<file path="config.mk">
export PLATFORM = sky130hd
export DESIGN_NAME = multicycle_datapath
export DESIGN_NICKNAME = d
export VERILOG_FILES = /design/src/rtl/multicycle_datapath.sv
export SDC_FILE = /design/constraint.sdc
export NUM_CORES = 2
export LEC_CHECK = 0
export BUFFER_PORTS_ARGS = -buffer_cell sky130_fd_sc_hd__buf_4
export CAP_MARGIN = 15
export CORE_MARGIN = 4
export CORE_UTILIZATION = 56
export CTS_CLUSTER_DIAMETER = 50
export CTS_CLUSTER_SIZE = 30
export DETAILED_ROUTE_END_ITERATION = 8
export GPL_ROUTABILITY_DRIVEN = 0
export PLACE_DENSITY_LB_ADDON = 0.25
export SLEW_MARGIN = 20
export SYNTH_ARGS = -nofsm -noshare
export SYNTH_HDL_FRONTEND = slang
export SYNTH_SLANG_ARGS = --single-unit
</file>
<file path="constraint.sdc">
create_clock -name clk -period 11.78 [get_ports clk]
set_input_delay 0.589 -clock clk [delete_from_list [all_inputs] [get_ports clk]]
set_output_delay 0.589 -clock clk [all_outputs]
set_load 0.02 [all_outputs]
</file>
<file path="src/rtl/multicycle_datapath.sv">
// Multi-cycle CPU core: PC, IR, GPR file, ALU and a FETCH/DECODE/EXEC/MEM/WB sequencer.
// Zero-wait latency in cycles: BEQ 3, SD 4, ALU/ADDI 4, LD 5. Each memory wait cycle adds one.
// Backpressure: imem_req and dmem_req are held until the matching ack, so wait-state memories stall the FSM.
// Ports: clk/rst (async, active-low); run (start/continue); imem_* fetch handshake;
//        dmem_* load/store handshake; Opcode/pc_out/halted/retired status.
module multicycle_datapath #(
    parameter int          Bits     = 32,
    parameter int          N        = 32,
    parameter logic [31:0] RESET_PC = 32'h0,
    parameter int          CNT_W    = 16
) (
    input  logic             clk,
    input  logic             rst,
    input  logic             run,
    output logic             imem_req,
    output logic [31:0]      imem_addr,
    input  logic [31:0]      imem_rdata,
    input  logic             imem_ack,
    output logic             dmem_req,
    output logic             dmem_we,
    output logic [Bits-1:0]  dmem_addr,
    output logic [Bits-1:0]  dmem_wdata,
    input  logic [Bits-1:0]  dmem_rdata,
    input  logic             dmem_ack,
    output logic [2:0]       Opcode,
    output logic [31:0]      pc_out,
    output logic             halted,
    output logic [CNT_W-1:0] retired
);

    localparam int AW = $clog2(N);

    localparam logic [2:0] OP_ADD  = 3'b000;
    localparam logic [2:0] OP_SUB  = 3'b001;
    localparam logic [2:0] OP_AND  = 3'b010;
    localparam logic [2:0] OP_OR   = 3'b011;
    localparam logic [2:0] OP_ADDI = 3'b100;
    localparam logic [2:0] OP_LD   = 3'b101;
    localparam logic [2:0] OP_SD   = 3'b110;
    localparam logic [2:0] OP_BEQ  = 3'b111;

    localparam logic [31:0] HALT_WORD = 32'hFFFF_FFFF;

    typedef enum logic [2:0] {
        S_IDLE, S_FETCH, S_DECODE, S_EXEC, S_MEM, S_WB, S_HALT
    } state_t;

    state_t          state;
    logic [31:0]     pc;
    logic [31:0]     ir;
    logic [Bits-1:0] gpr [N];
    logic [Bits-1:0] opa;
    logic [Bits-1:0] opb;
    logic [Bits-1:0] alu_q;   // ALU result; reused as load-data holder between MEM and WB
    logic [Bits-1:0] alu;

    // Instruction field decode straight from IR
    logic [2:0]         op;
    logic [AW-1:0]      rd_idx;
    logic [AW-1:0]      rs1_idx;
    logic [AW-1:0]      rs2_idx;
    logic signed [11:0] imm_i12;
    logic signed [11:0] imm_s12;
    logic [Bits-1:0]    imm_i;
    logic [Bits-1:0]    imm_s;
    logic [31:0]        br_off;
    logic [Bits-1:0]    rs1_val;
    logic [Bits-1:0]    rs2_val;
    logic               unused_ir_bits;

    assign op      = ir[2:0];
    assign rd_idx  = ir[7 +: AW];
    assign rs1_idx = ir[15 +: AW];
    assign rs2_idx = ir[20 +: AW];
    assign imm_i12 = ir[31:20];
    assign imm_s12 = {ir[31:25], ir[11:7]};
    assign imm_i   = Bits'(imm_i12);
    assign imm_s   = Bits'(imm_s12);
    assign br_off  = 32'(imm_s12);
    assign unused_ir_bits = ^{ir[6:3], ir[14:12], ir[19:15]};

    // Index 0 is hard-wired to zero on read
    assign rs1_val = (rs1_idx == '0) ? '0 : gpr[rs1_idx];
    assign rs2_val = (rs2_idx == '0) ? '0 : gpr[rs2_idx];

    always_comb begin
        alu = '0;
        case (op)
            OP_ADD:        alu = opa + opb;
            OP_SUB:        alu = opa - opb;
            OP_AND:        alu = opa & opb;
            OP_OR:         alu = opa | opb;
            OP_ADDI,
            OP_LD:         alu = opa + imm_i;
            OP_SD:         alu = opa + imm_s;
            default:       alu = '0;
        endcase
    end

    function automatic logic [CNT_W-1:0] sat_inc(input logic [CNT_W-1:0] v);
        return (&v) ? v : v + CNT_W'(1);
    endfunction

    always_ff @(posedge clk or negedge rst) begin
        if (!rst) begin
            state   <= S_IDLE;
            pc      <= RESET_PC;
            ir      <= '0;
            opa     <= '0;
            opb     <= '0;
            alu_q   <= '0;
            retired <= '0;
            for (int i = 0; i < N; i++) begin
                gpr[i] <= '0;
            end
        end else begin
            case (state)
                S_IDLE: begin
                    if (run) state <= S_FETCH;
                end
                S_FETCH: begin
                    if (imem_ack) begin
                        ir    <= imem_rdata;
                        state <= (imem_rdata == HALT_WORD) ? S_HALT : S_DECODE;
                    end
                end
                S_DECODE: begin
                    opa   <= rs1_val;
                    opb   <= rs2_val;
                    state <= S_EXEC;
                end
                S_EXEC: begin
                    alu_q <= alu;
                    if (op == OP_BEQ && opa == opb) pc <= pc + 32'd4 + br_off;
                    else                            pc <= pc + 32'd4;
                    if (op == OP_BEQ) begin
                        retired <= sat_inc(retired);
                        state   <= run ? S_FETCH : S_IDLE;
                    end else if (op == OP_LD || op == OP_SD) begin
                        state <= S_MEM;
                    end else begin
                        state <= S_WB;
                    end
                end
                S_MEM: begin
                    if (dmem_ack) begin
                        if (op == OP_LD) begin
                            alu_q <= dmem_rdata;
                            state <= S_WB;
                        end else begin
                            retired <= sat_inc(retired);
                            state   <= run ? S_FETCH : S_IDLE;
                        end
                    end
                end
                S_WB: begin
                    if (rd_idx != '0) gpr[rd_idx] <= alu_q;
                    retired <= sat_inc(retired);
                    state   <= run ? S_FETCH : S_IDLE;
                end
                S_HALT: state <= S_HALT;
                default: state <= S_IDLE;
            endcase
        end
    end

    // Handshake and status outputs decode directly from registered state,
    // so an async reset drops any pending request at once.
    assign imem_req   = (state == S_FETCH);
    assign imem_addr  = pc;
    assign dmem_req   = (state == S_MEM);
    assign dmem_we    = (state == S_MEM) && (op == OP_SD);
    assign dmem_addr  = alu_q;
    assign dmem_wdata = opb;
    assign Opcode     = op;
    assign pc_out     = pc;
    assign halted     = (state == S_HALT);

endmodule

</file>
# ---- Yosys cells after proc, flatten, opt, wreduce, memory -nomap -nowiden
# Index checks and enable logic that the tools add are counted.
dict set report word_totals {
  rom_bits 0
  register_bits 1203
  input_bits 69
  mem_bits_rw 0
  n_memories 0
  output_inout_bits 151
  latchBits 0
  elab_cells 124
}
dict set report classes {
  eq_ne 21
  div 0
  addsub 7
  reduce_logical 18
  n_lt_le_gt_ge 4
  n_mux 30
  bitwise_logic 5
  shifts 0
  multipliers 0
}
# cell count
set op_table {}
lappend op_table {{1024-bit bitwise mux} 1}
lappend op_table {{32-bit binary-select mux with 5-bit select} 2}
lappend op_table {{32-bit two-way mux} 10}
lappend op_table {{32-bit one-hot mux with 6 select lines} 1}
lappend op_table {{32-bit demux with 5-bit select} 1}
lappend op_table {{32-bit adder} 4}
lappend op_table {{16-bit two-way mux} 4}
lappend op_table {{32-bit one-hot mux with 2 select lines} 1}
lappend op_table {{16-bit one-hot mux with 3 select lines} 1}
lappend op_table {{32-bit by 3-bit adder with 32-bit output, second input constant} 1}
lappend op_table {{32-bit bitwise AND} 1}
lappend op_table {{32-bit equality test} 1}
lappend op_table {{32-bit equality test, second input constant} 1}
lappend op_table {{32-bit OR} 1}
lappend op_table {{32-bit subtractor} 1}
lappend op_table {{3-bit equality test, second input constant} 7}
lappend op_table {{3-bit one-hot mux with 7 select lines} 1}
lappend op_table {{6-bit >= comparator, second input constant} 3}
lappend op_table {{3-bit two-way mux} 6}
lappend op_table {{5-bit NOT with 6-bit output} 3}
lappend op_table {{16-bit by 1-bit adder with 16-bit output, second input constant} 1}
lappend op_table {{16-bit AND reduction} 1}
lappend op_table {{3-bit by 2-bit equality test with 1-bit output, second input constant} 4}
lappend op_table {{5-bit zero test} 2}
lappend op_table {{15 further kinds} 26}

# ---- Depth between registers and ports, before layout
dict set report depth {
  word_depth 6
  depth_mapped 20
  mapped_depth_nobuf 20
}

# ---- Worst setup path before layout
# No wires, ideal clock.
dict set report synth_timing {
  path_type {reg2reg}
  from {register ir[21]}
  to {register alu_q[19], in the netlist dmem_addr[19]}
  path_buffers 5
  path_stages_with_launch 20
  required_time_ps 11645
  setup_ps 135
  slack_ps 7453
  t_arrival_ps 4192
  synth_period_minus_slack_ps 4327
  path_cell_list {dfrtp_1 > clkbuf_1 > clkbuf_1 > buf_2 > buf_2 > buf_1 > o22ai_1 > a22oi_1 > ha_1 > a21o_1 > a221oi_1 > a21oi_1 > a31oi_1 > nor2_1 > o21a_1 > o221ai_1 > o21ai_1 > xor2_1 > a221oi_1 > o21ai_0}
}
dict set report synth_between {
  elab_chain_cells 3
}
# element line_no
set synth_lines {}
lappend synth_lines {{start: declaration} 50} ;# logic [31:0] ir;
lappend synth_lines {{start signal: assignment} 123} ;# ir <= imem_rdata;
lappend synth_lines {{32-bit adder} 94} ;# OP_LD: alu = opa + imm_i;
lappend synth_lines {{32-bit one-hot mux with 6 select lines} 88} ;# case (op)
lappend synth_lines {{32-bit one-hot mux with 2 select lines} 117} ;# case (state)
lappend synth_lines {{end signal: assignment} 133} ;# alu_q <= alu;
lappend synth_lines {{end signal: assignment} 148} ;# alu_q <= dmem_rdata;
lappend synth_lines {{end: declaration} 54} ;# logic [Bits-1:0] alu_q;
# No other way between the ends.
# A chain may end at the register's enable or synchronous reset.

# ---- Worst setup path in the final report
dict set report layout_timing {
  from {register ir[1]}
  to {register alu_q[26], in the netlist dmem_addr[26]}
}
dict set report layout_between {
  elab_chain_cells 4
  elab_cells_between_ends 12
  cone_classes {eq/ne (7); mux (2); reduce/logical (3)}
}
# element line_no
set layout_lines {}
lappend layout_lines {{3-bit equality test (on tied branches)} {88, 147}}
lappend layout_lines {{2-bit OR reduction} 88}
lappend layout_lines {{32-bit one-hot mux with 6 select lines} 88}
lappend layout_lines {{32-bit one-hot mux with 2 select lines} 117}
# Several ways; a longest one is shown, not always the timed one.

==> impl_metrics.toml <==
[clock_network]
ctsResizeCount = 0
clockBufferDepth = 3
post-cts-setup-buffer-count = 0
clk_latency_ps = 790
clock_sinks = 1196
cts-root-buf = "clkbuf_16"
cts_htree_levels = 4
cts_buffers = 131
clkSlewWorstSetupHoldPaths_ps = 60
cts_tree = "built"
hold_buffers = 1

[timing]
worst_pin_slew_ps = 1160
holdWs_ps = 63.0
setup_tns_ps = 0
setup_viol = 0
fin_crit_sh = 0.460
slew_viol_final = 0
skew_ps = 42.0
fmax_ghz = 0.185
fin_ws_ps = 6360
post-route-min-period_ps = 5420
max_slew_margin = 0.229
rsz0062_at_grt = "no"
hold_violations = 0

[pwr]
powerDensity_nw_per_um2 = 253
p_leak_nw = 35.5
peakVddDrop_v = 0.000358

[cells_and_area]
area_delta_synth_final_pct = 10.8
n_antenna_cell = 0
instances_no_fill = 7130
final_common_cell = "dfrtp_1"
nNetsFinal = 5635
drive_gt1_frac = 0.400
final_cell_mix = "dfrtp_1, mux2_2, mux4_2"

[grt]
grt_antenna_before_repair = 5
grt_pass1_wl_um = 331000
grt_max_degree = 178
grt-ovfl-total = 0
grt_pass1_vias = 49200
gr-usage-all-layers = 0.349

[yosys]
synth-seq-cells = 1196
synthFlopType = "dfrtp_1"
synth_nets = 5694
synth_area_leaders = "dfrtp_1, mux2_2, mux4_2, mux2i_1, ha_1"
ys_async_sr_fraction = 1.00
ys_types = 77
synth_cells = 5456
yosys.area.top_type = "dfrtp_1"
synth.avg_cell_area_um2 = 12.6
ys_warn_count = 0
synth_edf_count = 0
synth_area_um2 = 68800
seq_area_frac_synth = 0.435
synth_top_area_share = 0.435

[floorplanning]
start_util = 0.565
dieArea_um2 = 129000
num_rows = 128
die_h_um = 359
die_w_um = 359
fp.coreArea_um2 = 122000
io-pin-count = 220

[critical_path]
crit_slowest_cell = "dfrtp_1"
critPathMaxFanout = 34
reg2reg_slack_ps = 6360
cp-startpoint = "ir[1]"
worstSetupPathDepth = 16
r2r-end = "dmem_addr[26]"
critPathCapture = "dmem_addr[26]"
path_cells = "nand2_1 > and2_1 > buf_4 > nand2_1 > o21ai_0 > ha_1 > a21o_1 > a21o_1 > a21oi_1 > o21ai_0 > o21bai_1 > o31ai_1 > o21ai_0 > xor2_1 > a21oi_1 > o21ai_0"
crit_family = "compound AO/OA/AOI/OAI gates"
worstPathArrival_ps = 6020
cp_common_cell = "o21ai_0"
crit_path_start_kind = "register"
required_ps = 12380
crit_type = "reg2reg"
end_kind = "register"
r2r_cells = 16
slowest_delay_ps = 810
regToRegStartpoint = "ir[1]"
cp_num_buf_inv = 1

[placed_design]
pre_cts_slack_ps = 6710
dp.cells = 6887
hpwl_um = 134000
port_buffers = 219

[detailed_routing]
vias_per_cell = 7.01
antenna_left = 0
wirelength_um = 225000
drt_first_iter_violations = 5914
routedWlPerCell_um = 31.5
dr.pass1.iters = 6
via_count = 50000
drc = 0

[worst_hold_path]
hold_depth = 2
hp-start = "imem_ack"
hold_class = "in2reg"

[run_status]
outcome = "completed"

[flow_run]
drv_cap = 0
-- metrics by stage --
step	area, um2	utilization	total power, W
after global placement	71600	0.588	0.0144
after detailed placement	71600	0.588	0.0146
final	76300	0.626	0.0193
after floorplan	68800	-	0.0116
after CTS	76300	0.626	0.0190
after global routing	76300	0.626	0.0201
-- cell usage after synthesis, types with 35 or more instances --
cell type,count
inv_1,108
xnor2_1,75
buf_2,45
nor3_1,57
nor2_1,166
nand2_1,167
xor2_1,48
mux4_2,419
buf_4,35
ha_1,166
o21ai_0,207
a21oi_1,311
clkbuf_1,383
mux2i_1,212
o221ai_1,73
a21o_1,40
dfrtp_1,1196
mux2_2,1133
o22ai_1,153
buf_1,78
-- cell type report --
| cell class | count | area [um2] |
|---|---|---|
| Timing Repair Buffer | 349 | 2720 |
| Fill cell | 9072 | 45600 |
| Clock inverter | 88 | 1140 |
| Sequential cell | 1196 | 30000 |
| Clock buffer | 153 | 3500 |
| Multi-Input combinational cell | 3611 | 36500 |
| Tap cell | 1625 | 2030 |
| Inverter | 108 | 405 |
-- worst min-delay path by stage --
stage / endpoint / slack, ps
after detailed placement: gpr[1020] / 390
after global placement: gpr[1012] / 380
after global routing: state[0] / 50
after CTS: state[0] / 20
final: state[0] / 60
after floorplan: dmem_addr[0] / 290
-- state kept, by name (all words and copies together), names as in the netlist --
signal	flops
imem_addr	32
state	3
ir	25
opa	32
retired	16
dmem_addr	32
dmem_wdata	32
gpr	1024
-- layer usage --
layer | up-vias | global-route usage | share of wire
met4 | 2 | 0.146 | 0.049
li1 | 20400 | - | -
met2 | 3082 | 0.522 | 0.44
met1 | 25800 | 0.479 | 0.38
met3 | 640 | 0.105 | 0.13
met5 | - | 0.00453 | 0.00034
-- power breakdown --
part           internal [W]  switching, W
logic               0.00351       0.00539
registers           0.00486       0.00107
clock network       0.00255       0.00189
total                0.0109       0.00835
-- cells by family (layout without fill, tap and decap cells) --
logic type      count (synthesis)  in the layout  share of synthesized area
fa+ha+maj                     169            169                     0.0310
flops                        1196           1196                      0.435
buf+inv                       649            698                     0.0381
mux                          1764           1764                      0.353
xor+xnor                      123            123                     0.0157
compound gates                967            967                     0.0865
simple gates                  588            588                     0.0406
(Power assumes the default switching activity.)
